$ cat config.mk
export PLATFORM = sky130hd
export DESIGN_NAME = uart_rx_cfg
export DESIGN_NICKNAME = d
export VERILOG_FILES = /design/src/rtl/uart_pkg.sv /design/src/rtl/uart_sync.sv /design/src/rtl/uart_rx_cfg.sv
export SDC_FILE = /design/constraint.sdc
export NUM_CORES = 1
export LEC_CHECK = 0
export ABC_AREA = 0
export BUFFER_PORTS_ARGS = -buffer_cell sky130_fd_sc_hd__buf_2
export CORE_MARGIN = 3
export CORE_UTILIZATION = 42
export CTS_CLUSTER_SIZE = 20
export DETAILED_ROUTE_END_ITERATION = 7
export PLACE_DENSITY = 0.71
export SLEW_MARGIN = 15
export SYNTH_ARGS = -nofsm -noshare
export SYNTH_HDL_FRONTEND = slang
export SYNTH_SLANG_ARGS = --single-unit
$ cat constraint.sdc
create_clock -name clk_i -period 2.5 [get_ports clk_i]
set_input_delay 0.25 -clock clk_i [delete_from_list [all_inputs] [get_ports clk_i]]
set_output_delay 0.25 -clock clk_i [all_outputs]
set_load 0.005 [all_outputs]
$ cat src/rtl/uart_pkg.sv
// Shared types and constants for the configurable UART blocks.
package uart_pkg;

   localparam int MinDataWidth = 5;

   typedef enum logic [1:0] {
      ParityNone = 2'd0,
      ParityEven = 2'd1,
      ParityOdd  = 2'd2
   } parity_e;

   typedef enum logic [2:0] {
      Idle   = 3'd0,
      Start  = 3'd1,
      Data   = 3'd2,
      Parity = 3'd3,
      Stop   = 3'd4
   } rx_state_e;

   // Mode 3 is reserved and behaves as no parity.
   function automatic parity_e decode_parity(input logic [1:0] mode);
      case (mode)
         2'd1:    return ParityEven;
         2'd2:    return ParityOdd;
         default: return ParityNone;
      endcase
   endfunction

endpackage

$ cat src/rtl/uart_sync.sv
// Two-flop synchroniser for asynchronous inputs (rxd, cts).
// ResetVal sets the value both flops take in reset, e.g. 1 for an idle-high line.
module uart_sync #(
   parameter logic ResetVal = 1'b0
) (
   input  logic clk_i,
   input  logic rst_i,
   input  logic d_i,
   output logic q_o
);

   logic meta_q, meta_d;
   logic sync_q, sync_d;

   // shift the raw input through two stages
   always_comb begin
      meta_d = d_i;
      sync_d = meta_q;
   end

   // synchroniser flops
   always_ff @(posedge clk_i or posedge rst_i) begin
      if (rst_i) begin
         meta_q <= ResetVal;
         sync_q <= ResetVal;
      end else begin
         meta_q <= meta_d;
         sync_q <= sync_d;
      end
   end

   assign q_o = sync_q;

endmodule

$ cat src/rtl/uart_rx_cfg.sv
// Configurable oversampling UART receiver: 5..DataWidth data bits,
// none/even/odd parity, one or two stop bits, parity/framing/break detection.
// Optional macro UART_RX_MAJORITY_VOTE_EN: each bit is the 2-of-3 vote of the
// samples at Oversample/2-2 .. Oversample/2, decided one tick later.
//
// state  | meaning
// Idle   | waiting for a falling edge on an armed (seen-high) line
// Start  | timing to mid start bit to confirm it is still low
// Data   | sampling N data bits, one per Oversample ticks
// Parity | sampling the parity bit
// Stop   | sampling one or two stop bits, then publishing the frame
module uart_rx_cfg
   import uart_pkg::*;
#(
   parameter int DataWidth  = 8,
   parameter int Oversample = 16
) (
   input  logic                           clk_i,
   input  logic                           rst_i,
   input  logic                           tick_i,
   input  logic                           rxd_i,
   input  logic [$clog2(DataWidth+1)-1:0] data_bits_i,
   input  logic [1:0]                     parity_i,
   input  logic                           stop2_i,
   output logic                           dv_o,
   output logic [DataWidth-1:0]           data_o,
   output logic                           parity_err_o,
   output logic                           frame_err_o,
   output logic                           break_o
);

   localparam int TW = $clog2(Oversample);
   localparam int BW = $clog2(DataWidth+1);
`ifdef UART_RX_MAJORITY_VOTE_EN
   localparam logic [TW-1:0] StartTc = TW'(Oversample/2);
`else
   localparam logic [TW-1:0] StartTc = TW'(Oversample/2 - 1);
`endif
   localparam logic [TW-1:0] BitTc   = TW'(Oversample - 1);
   localparam logic [BW-1:0] MaxBits = BW'(DataWidth);
   localparam logic [BW-1:0] MinBits = BW'(MinDataWidth);

   logic rxd_s;
   logic bit_val;

   rx_state_e            state_q, state_d;
   logic [TW-1:0]        tcnt_q, tcnt_d;
   logic [BW-1:0]        bcnt_q, bcnt_d;
   logic [BW-1:0]        nbits_q, nbits_d;
   logic [DataWidth-1:0] shift_q, shift_d;
   parity_e              par_q, par_d;
   logic                 stop2_q, stop2_d;
   logic                 idle_seen_q, idle_seen_d;
   logic                 par_acc_q, par_acc_d;
   logic                 pbit_q, pbit_d;
   logic                 stop_low_q, stop_low_d;
   logic                 stop_idx_q, stop_idx_d;
   logic                 dv_q, dv_d;
   logic [DataWidth-1:0] data_q, data_d;
   logic                 perr_q, perr_d;
   logic                 ferr_q, ferr_d;
   logic                 brk_q, brk_d;

   logic [BW-1:0]        nbits_cfg;
   logic [BW-1:0]        drop;
   logic [DataWidth-1:0] word;
   logic                 stop_low_now;
   logic                 par_calc_err;

   uart_sync #(.ResetVal(1'b1)) u_sync (
      .clk_i (clk_i),
      .rst_i (rst_i),
      .d_i   (rxd_i),
      .q_o   (rxd_s)
   );

`ifdef UART_RX_MAJORITY_VOTE_EN
   logic [1:0] vote_q, vote_d;

   // remember the two previous tick samples for the 2-of-3 vote
   always_comb vote_d = tick_i ? {vote_q[0], rxd_s} : vote_q;

   // vote history flops, idle-high in reset
   always_ff @(posedge clk_i or posedge rst_i) begin
      if (rst_i) vote_q <= 2'b11;
      else       vote_q <= vote_d;
   end

   assign bit_val = (vote_q[1] & vote_q[0]) | (vote_q[1] & rxd_s) | (vote_q[0] & rxd_s);
`else
   assign bit_val = rxd_s;
`endif

   // out-of-range bit counts fall back to the full width
   always_comb begin
      nbits_cfg = data_bits_i;
      if (data_bits_i < MinBits || data_bits_i > MaxBits) nbits_cfg = MaxBits;
   end

   assign drop         = MaxBits - nbits_q;
   assign word         = shift_q >> drop;
   assign stop_low_now = stop_low_q | ~bit_val;

   // parity check against the XOR of the received data bits
   always_comb begin
      case (par_q)
         ParityEven: par_calc_err = par_acc_q ^ pbit_q;
         ParityOdd:  par_calc_err = ~(par_acc_q ^ pbit_q);
         default:    par_calc_err = 1'b0;
      endcase
   end

   // receive state machine, advancing only on oversample ticks
   always_comb begin
      state_d     = state_q;
      tcnt_d      = tcnt_q;
      bcnt_d      = bcnt_q;
      nbits_d     = nbits_q;
      shift_d     = shift_q;
      par_d       = par_q;
      stop2_d     = stop2_q;
      idle_seen_d = idle_seen_q;
      par_acc_d   = par_acc_q;
      pbit_d      = pbit_q;
      stop_low_d  = stop_low_q;
      stop_idx_d  = stop_idx_q;
      dv_d        = 1'b0;
      data_d      = data_q;
      perr_d      = perr_q;
      ferr_d      = ferr_q;
      brk_d       = brk_q;
      if (tick_i) begin
         case (state_q)
            Idle: begin
               if (rxd_s) begin
                  idle_seen_d = 1'b1;
               end else if (idle_seen_q) begin
                  state_d = Start;
                  tcnt_d  = '0;
               end
            end
            Start: begin
               if (tcnt_q == StartTc) begin
                  if (!bit_val) begin
                     state_d    = Data;
                     tcnt_d     = '0;
                     bcnt_d     = '0;
                     nbits_d    = nbits_cfg;
                     par_d      = decode_parity(parity_i);
                     stop2_d    = stop2_i;
                     shift_d    = '0;
                     par_acc_d  = 1'b0;
                     pbit_d     = 1'b0;
                     stop_low_d = 1'b0;
                     stop_idx_d = 1'b0;
                  end else begin
                     state_d = Idle;
                  end
               end else begin
                  tcnt_d = tcnt_q + 1'b1;
               end
            end
            Data: begin
               if (tcnt_q == BitTc) begin
                  tcnt_d    = '0;
                  shift_d   = {bit_val, shift_q[DataWidth-1:1]};
                  par_acc_d = par_acc_q ^ bit_val;
                  bcnt_d    = bcnt_q + 1'b1;
                  if (bcnt_q == nbits_q - 1'b1) begin
                     bcnt_d  = '0;
                     state_d = (par_q == ParityNone) ? Stop : Parity;
                  end
               end else begin
                  tcnt_d = tcnt_q + 1'b1;
               end
            end
            Parity: begin
               if (tcnt_q == BitTc) begin
                  tcnt_d  = '0;
                  pbit_d  = bit_val;
                  state_d = Stop;
               end else begin
                  tcnt_d = tcnt_q + 1'b1;
               end
            end
            Stop: begin
               if (tcnt_q == BitTc) begin
                  tcnt_d = '0;
                  if (stop2_q && !stop_idx_q) begin
                     stop_idx_d = 1'b1;
                     stop_low_d = stop_low_now;
                  end else begin
                     state_d     = Idle;
                     idle_seen_d = bit_val;
                     dv_d        = 1'b1;
                     data_d      = word;
                     perr_d      = par_calc_err;
                     ferr_d      = stop_low_now;
                     brk_d       = stop_low_now && (word == '0) &&
                                   (par_q == ParityNone || !pbit_q);
                  end
               end else begin
                  tcnt_d = tcnt_q + 1'b1;
               end
            end
            default: state_d = Idle;
         endcase
      end
   end

   // state, counters and output registers
   always_ff @(posedge clk_i or posedge rst_i) begin
      if (rst_i) begin
         state_q     <= Idle;
         tcnt_q      <= '0;
         bcnt_q      <= '0;
         nbits_q     <= '0;
         shift_q     <= '0;
         par_q       <= ParityNone;
         stop2_q     <= 1'b0;
         idle_seen_q <= 1'b1;
         par_acc_q   <= 1'b0;
         pbit_q      <= 1'b0;
         stop_low_q  <= 1'b0;
         stop_idx_q  <= 1'b0;
         dv_q        <= 1'b0;
         data_q      <= '0;
         perr_q      <= 1'b0;
         ferr_q      <= 1'b0;
         brk_q       <= 1'b0;
      end else begin
         state_q     <= state_d;
         tcnt_q      <= tcnt_d;
         bcnt_q      <= bcnt_d;
         nbits_q     <= nbits_d;
         shift_q     <= shift_d;
         par_q       <= par_d;
         stop2_q     <= stop2_d;
         idle_seen_q <= idle_seen_d;
         par_acc_q   <= par_acc_d;
         pbit_q      <= pbit_d;
         stop_low_q  <= stop_low_d;
         stop_idx_q  <= stop_idx_d;
         dv_q        <= dv_d;
         data_q      <= data_d;
         perr_q      <= perr_d;
         ferr_q      <= ferr_d;
         brk_q       <= brk_d;
      end
   end

   assign dv_o         = dv_q;
   assign data_o       = data_q;
   assign parity_err_o = perr_q;
   assign frame_err_o  = ferr_q;
   assign break_o      = brk_q;

endmodule

==> results of run 1 <==
-- cells in the mapped netlist, drive strengths merged (3+ instances only) --
library cell / n / share of area (%)
nand2: 48 / 6.8
dfrtp: 42 / 40
o21ai: 28 / 5.3
nor2: 18 / 2.6
inv: 14 / 2.0
nand3: 13 / 2.6
buf: 12 / 2.9
a21oi: 10 / 1.9
mux2i: 9 / 3.4
a31oi: 6 / 1.4
mux2: 6 / 2.5
xnor2: 6 / 2.0
clkbuf: 5 / 0.71
nand2b: 5 / 1.2
nand4: 5 / 1.2
nor3b: 4 / 1.7
o31ai: 4 / 1.1
and2: 3 / 0.71
dfstp: 3 / 3.0
ha: 3 / 1.4
nor2b: 3 / 0.71
or2: 3 / 0.71
-- per-stage QoR --
stage / utilization, % / area, um^2 / std cells / setup slack [ns]
finish: 48.5 / 2920 / 388 / 0.412
global route: 48.5 / 2920 / 388 / 0.246
CTS: 48.5 / 2920 / 388 / 0.423
detailed placement: 46.7 / 2810 / 380 / 0.467
global placement: 46.7 / 2810 / 380 / 0.585
floorplan: - / 2650 / 293 / 0.380
-- state kept, by name, summed over array words and instances (netlist names), 2 cells and up --
register,cells
tcnt_q,4
bcnt_q,4
state_q,3
par_q,2
data_o,8
shift_q,8
nbits_q,4
-- area by class of cell --
type / instances / area share, %
sequential: 45 / 38.7
clock buffer: 6 / 2.48
clock inverter: 2 / 1.20
tap: 75 / 3.21
inverter: 16 / 2.06
timing repair buffer: 29 / 5.57
multi-input combinational: 215 / 46.8
-- power by group through the flow --
| stage | Sequential [mW] | Combinational [mW] | Clock, mW |
|---|---|---|---|
| final | 0.996 | 0.522 | 0.547 |
| after global routing | 1.02 | 0.608 | 0.591 |
| after CTS | 0.994 | 0.525 | 0.564 |
| after detailed placement | 1.01 | 0.523 | 0 |
| after global placement | 1.00 | 0.504 | 0 |
| after floorplan | 0.924 | 0.495 | 0 |
-- worst max path at each step --
stage | from | to | slack [ns] | depth (start not counted)
after global placement | state_q[0]$_DFFE_PP0P_ | par_acc_q$_DFFE_PP0P_ | 0.59 | 5
after detailed placement | nbits_q[0]$_DFFE_PP0P_ | break_o$_DFFE_PP0P_ | 0.47 | 8
after floorplan | nbits_q[0]$_DFFE_PP0P_ | break_o$_DFFE_PP0P_ | 0.38 | 10
after CTS | nbits_q[1]$_DFFE_PP0P_ | break_o$_DFFE_PP0P_ | 0.42 | 8
final | nbits_q[1]$_DFFE_PP0P_ | break_o$_DFFE_PP0P_ | 0.41 | 8
after global routing | nbits_q[0]$_DFFE_PP0P_ | break_o$_DFFE_PP0P_ | 0.25 | 8
-- metal layers --
layer | global-route usage, % | up-vias | wire (um)
met1 | 22.0 | 1023 | 2720
met5 | 0 | - | 0
met4 | 6.91 | 0 | 126
met2 | 24.7 | 57 | 2480
li1 | - | 1075 | -
met3 | 2.72 | 10 | 220
-- worst register-to-register path: cells and delay by family (launching register included) --
kind | cells | cell delay [ns]
AND/OR/NAND/NOR | 2 | 0.18
AO/OA/AOI/OAI | 2 | 0.54
multiplexers | 1 | 0.25
flip-flops | 1 | 0.39
adder cells (fa/ha/maj) | 1 | 0.35
buffers and inverters | 2 | 0.29
-- cells by family after synthesis --
group           count (synthesis)  synth area share [%]
simple gates                  111                  20.8
compound gates                 77                  19.6
fa+ha+maj                       3                  1.42
xor+xnor                        9                  3.77
mux                            15                  5.94
buf+inv                        33                  5.85
flops                          45                  42.6
==> reports/qor.txt, run 1 <==
Critical R2R Capture: break_o$_DFFE_PP0P_
Initial Utilization: 44.0%
Via count: 2165
DRC violations left: 0
Grt total ovfl: 0
Final period utilization: 83.5%
CP Cell Sequence: inv_1, ha_1, buf_4, mux2i_1, nand2_1, a31oi_1, nor2_1, o41ai_2
TritonCTS Buffers: 5
Internal power consumption: 1.37 mW
Post-Syn Nets: 307
Worst reg-to-reg setup slack: 0.41 ns
Buffers & Inverters on Critical Path: 2
Hold slack: 0.0369 ns
Critical Path RT: 2.71 ns
Port bufs: 22
Final hold viol count: 0
WP data arrival: 2.29 ns
# fillers: 598
Post_cts resized: 0
Min-delay worst type: in -> reg
Final nets: 326
DP Wirelength: 4100 um
Power Total: 2.06 mW
Area grow syn2layout: 10.1%
Fin crit period: 2.09 ns
# setup viols final: 0
I/O pin count: 23
Clk sinks: 45
Die height: 85.5 um
Clock Path Buffers: 2
CTS tree: built
Yosys Warn Count: 0
DR iter-0 viols: 173
Comb power frac: 25.3%
Peak supply drop: 0.000353 V
Hold_buf cts: 0
Reg power frac: 48.2%
Slew HR: 38.7%
Vias per cell: 5.58
Total global-route track usage: 16.0%
Sw Ratio: 33.7%
Routed Antenna Nets: 0
Final setup TNS: 0 ns
First-pass GRT wire length: 9540 um
Hold wc startpoint: rxd_i
Max cap viols: 0
Largest net degree at the start of global routing: 46
DIE WIDTH: 85.5 um
Routed wire per std cell: 14.3 um
GP Congestion: 0.953
Most frequent cells in the layout: 48 x nand2_1, 42 x dfrtp_1, 24 x o21ai_0
Hold Path Depth: 1
Psw: 697 uW
Root Buffer: clkbuf_8
Crit-path leading delay family: compound AO/OA/AOI/OAI gates
Distinct cells, synth: 64
Core Box Area: 6030 um^2
EDFF count, synth: 0
Vias in the first global route: 2066
Max FO, Critical Path: 11
Post-synthesis sequential area ratio: 42.6%
Reg clk slew, reported paths: 0.09 ns
CP Launch Type: flip-flop
Worst-skew pair later-pin latency: 0.31 ns
Unrepaired setup endpoints after global routing: no
Initial antenna violation count: 0
Slowest cell delay on critical path: 0.39 ns
FP Rows: 28
Share of cells above drive strength 1: 18.2%
Worst path slowest cell: dfrtp_1
Fin. max-slew vios: 0
CP Capture Type: flip-flop
Final wirelength: 5550 um
Fmax: 479 MHz
1st-pass router iterations: 4
Postcts setup bufs: 0
Power density cells: 707 nW/um^2
Worst Hold Path EP: u_sync.meta_q$_DFF_PP1_
Most common cell after layout, fill and taps aside: nand2_1
Worst-margin pin slew: 0.919 ns
Clk network pwr share: 26.5%
Mapped Area: 2650 um^2
Sequential Area: 1130 um^2
Synth Flop Type: dfrtp_1
Synthesized flop and latch total: 45
P_leak: 1.30 nW
H-Tree Level Count: 2
DIE AREA: 7310 um^2
Worst R2R Start: nbits_q[1]$_DFFE_PP0P_
Cell count after synthesis: 293
Status: completed
Worst setup path class: reg -> reg
N_diodes: 0
R2R depth: 8
Ys async rst share: 100%
Multi-input logic area: 1370 um^2
Fin Clk Skew: 0.0111 ns
Syn Area/Cell: 9.05 um^2
Note: power is estimated with default switching activity, not from simulation.
==> inputs of run 2 (changes only) <==
--- a/config.mk
+++ b/config.mk
@@ -11,7 +11,7 @@
 export CORE_UTILIZATION = 42
 export CTS_CLUSTER_SIZE = 20
 export DETAILED_ROUTE_END_ITERATION = 7
-export PLACE_DENSITY = 0.71
+export PLACE_DENSITY = 0.73
 export SLEW_MARGIN = 15
 export SYNTH_ARGS = -nofsm -noshare
 export SYNTH_HDL_FRONTEND = slang
==> constraint.sdc (replaced) <==
create_clock -name clk_i -period 1.89 [get_ports clk_i]
set_input_delay 0.189 -clock clk_i [delete_from_list [all_inputs] [get_ports clk_i]]
set_output_delay 0.189 -clock clk_i [all_outputs]
set_load 0.005 [all_outputs]
==> run 2 against run 1 <==
Against the previous run: critical path depth unchanged; global-route usage increased by 0.43 points; via count increased by 5.2%; non-clock buffer count increased by 19; cell count increased by 4.4%; die area unchanged; critical path type unchanged; largest power group unchanged.
==> reports/qor.txt, run 2 (synthesis gave the netlist of run 1 again) <==
Status: completed
Final worst setup slack: 0.0259 ns
Worst-margin pin slew: 0.412 ns
Final nets: 345
Power density cells: 859 nW/um^2
Final setup TNS: 0 ns
Vias per cell: 5.62
Final period utilization: 98.6%
Max cap viols: 0
Fmax: 536 MHz
Initial antenna violation count: 0
Final hold viol count: 0
Worst path slowest cell: dfrtp_1
Sequential Area: 1130 um^2
Routed wire per std cell: 14.3 um
CP Capture Type: flip-flop
Fin Clk Skew: 0.00423 ns
Dpl cell area: 2940 um^2
N_diodes: 0
Area grow syn2layout: 17.8%
Worst setup path class: reg -> reg
Min-delay worst type: in -> reg
Fin crit period: 1.86 ns
P_leak: 1.39 nW
Port bufs: 22
Worst-skew pair later-pin latency: 0.29 ns
Multi-input logic area: 1440 um^2
Internal power consumption: 1.75 mW
TritonCTS Buffers: 5
Grt total ovfl: 0
Psw: 933 uW
Vias in the first global route: 2159
Comb power frac: 31.3%
Number of placed instances, taps included: 394
Core Box Area: 6030 um^2
Final core occ: 51.8%
WP data arrival: 2.04 ns
Unrepaired setup endpoints after global routing: yes
Share of cells above drive strength 1: 25.8%
Non-Filler Instances: 405
DR iter-0 viols: 166
H-Tree Level Count: 2
DIE AREA: 7310 um^2
DRC violations left: 0
FP Rows: 28
Clk network pwr share: 20.1%
CP Cell Sequence: clkinv_4, ha_4, buf_12, xnor2_4, nor2_2, nand4_1, nand2b_4, a221o_1
CTS tree: built
Slew HR: 72.4%
Fin. max-slew vios: 0
Largest net degree at the start of global routing: 19
Design Area, Final: 3120 um^2
Root Buffer: clkbuf_8
Power Total: 2.69 mW
Dpl ws: 0.0239 ns
Peak supply drop: 0.000383 V
Sw Ratio: 34.7%
Routed Antenna Nets: 0
Die height: 85.5 um
GP Congestion: 0.870
DIE WIDTH: 85.5 um
Initial Utilization: 44.0%
CP Launch Type: flip-flop
Reg power frac: 48.6%
Clk sinks: 45
Most common cell after layout, fill and taps aside: nand2_1
I/O pin count: 23
Final wirelength: 5780 um
Total global-route track usage: 16.4%
DP Wirelength: 4270 um
Reg clk slew, reported paths: 0.08 ns
Most frequent cells in the layout: 48 x nand2_1, 41 x dfrtp_1, 24 x o21ai_0
1st-pass router iterations: 4
Slowest cell delay on critical path: 0.41 ns
# fillers: 541
Max FO, Critical Path: 5
Critical Path RT: 2.06 ns
# setup viols final: 0
Via count: 2278
First-pass GRT wire length: 9850 um
Clock Path Buffers: 2
Hold slack: 0.126 ns
## run 2: cell types whose count changed in the layout (fill, tap and decap cells not counted), moves of 2 or more
cell	delta
buf_4	+16
dlygate4sd3_1	+2
mux2i_1	-2
nor2_1	-2
nor2_2	+2
## run 2: layout make-up
| cell class | instances | area share, % |
|---|---|---|
| Inverter | 16 | 2.08 |
| Tap cell | 75 | 3.00 |
| Sequential cell | 45 | 36.2 |
| Multi-Input combinational cell | 215 | 46.0 |
| Clock buffer | 5 | 2.20 |
| Timing Repair Buffer | 48 | 10.3 |
| Clock inverter | 1 | 0.160 |
## run 2: routing by layer
layer	global-route usage, %	share of wire [%]
met1	22.9	47
met2	26.7	46
met3	1.75	5.1
met4	5.32	1.5
met5	0	0
## run 2: timing repair
item	in CTS	in global routing
hold buffers	2	0
buffers inserted	0	3
endpoints found under the setup margin	0	16
hold endpoints to repair	9	0
resized for setup	0	15
## run 2: path summary, 6_finish.rpt
check	from	endpoint	slack, ns	depth (start not counted)
min in group asynchronous	rst_i	stop_low_q$_DFFE_PP0P_	0.38	3
setup reg to reg	nbits_q[0]$_DFFE_PP0P_	state_q[1]$_DFFE_PP0P_	0.03	8
max in group asynchronous	rst_i	state_q[1]$_DFFE_PP0P_	0.97	4
hold / removal	stop2_i	stop2_q$_DFFE_PP0P_	0.13	2
setup / recovery	nbits_q[0]$_DFFE_PP0P_	state_q[1]$_DFFE_PP0P_	0.03	8
hold reg to reg	u_sync.meta_q$_DFF_PP1_	u_sync.q_o$_DFF_PP1_	0.36	0
## run 2: critical path: cells and delay by family, from the launching register on
family | cells | cell delay, ns
AO/OA/AOI/OAI | 1 | 0.32
XOR/XNOR | 1 | 0.12
adder cells (fa/ha/maj) | 1 | 0.26
buffers and inverters | 2 | 0.21
flip-flops | 1 | 0.41
AND/OR/NAND/NOR | 3 | 0.42
## run 2: power by group through the flow
stage          logic, mW  registers [mW]  clock network (mW)
6_report           0.840            1.31               0.540
3_5_place_dp       0.787            1.30                   0
4_1_cts            0.796            1.28               0.564
2_1_floorplan      0.659            1.22                   0
5_1_grt            0.955            1.34               0.591
3_3_place_gp       0.762            1.29                   0
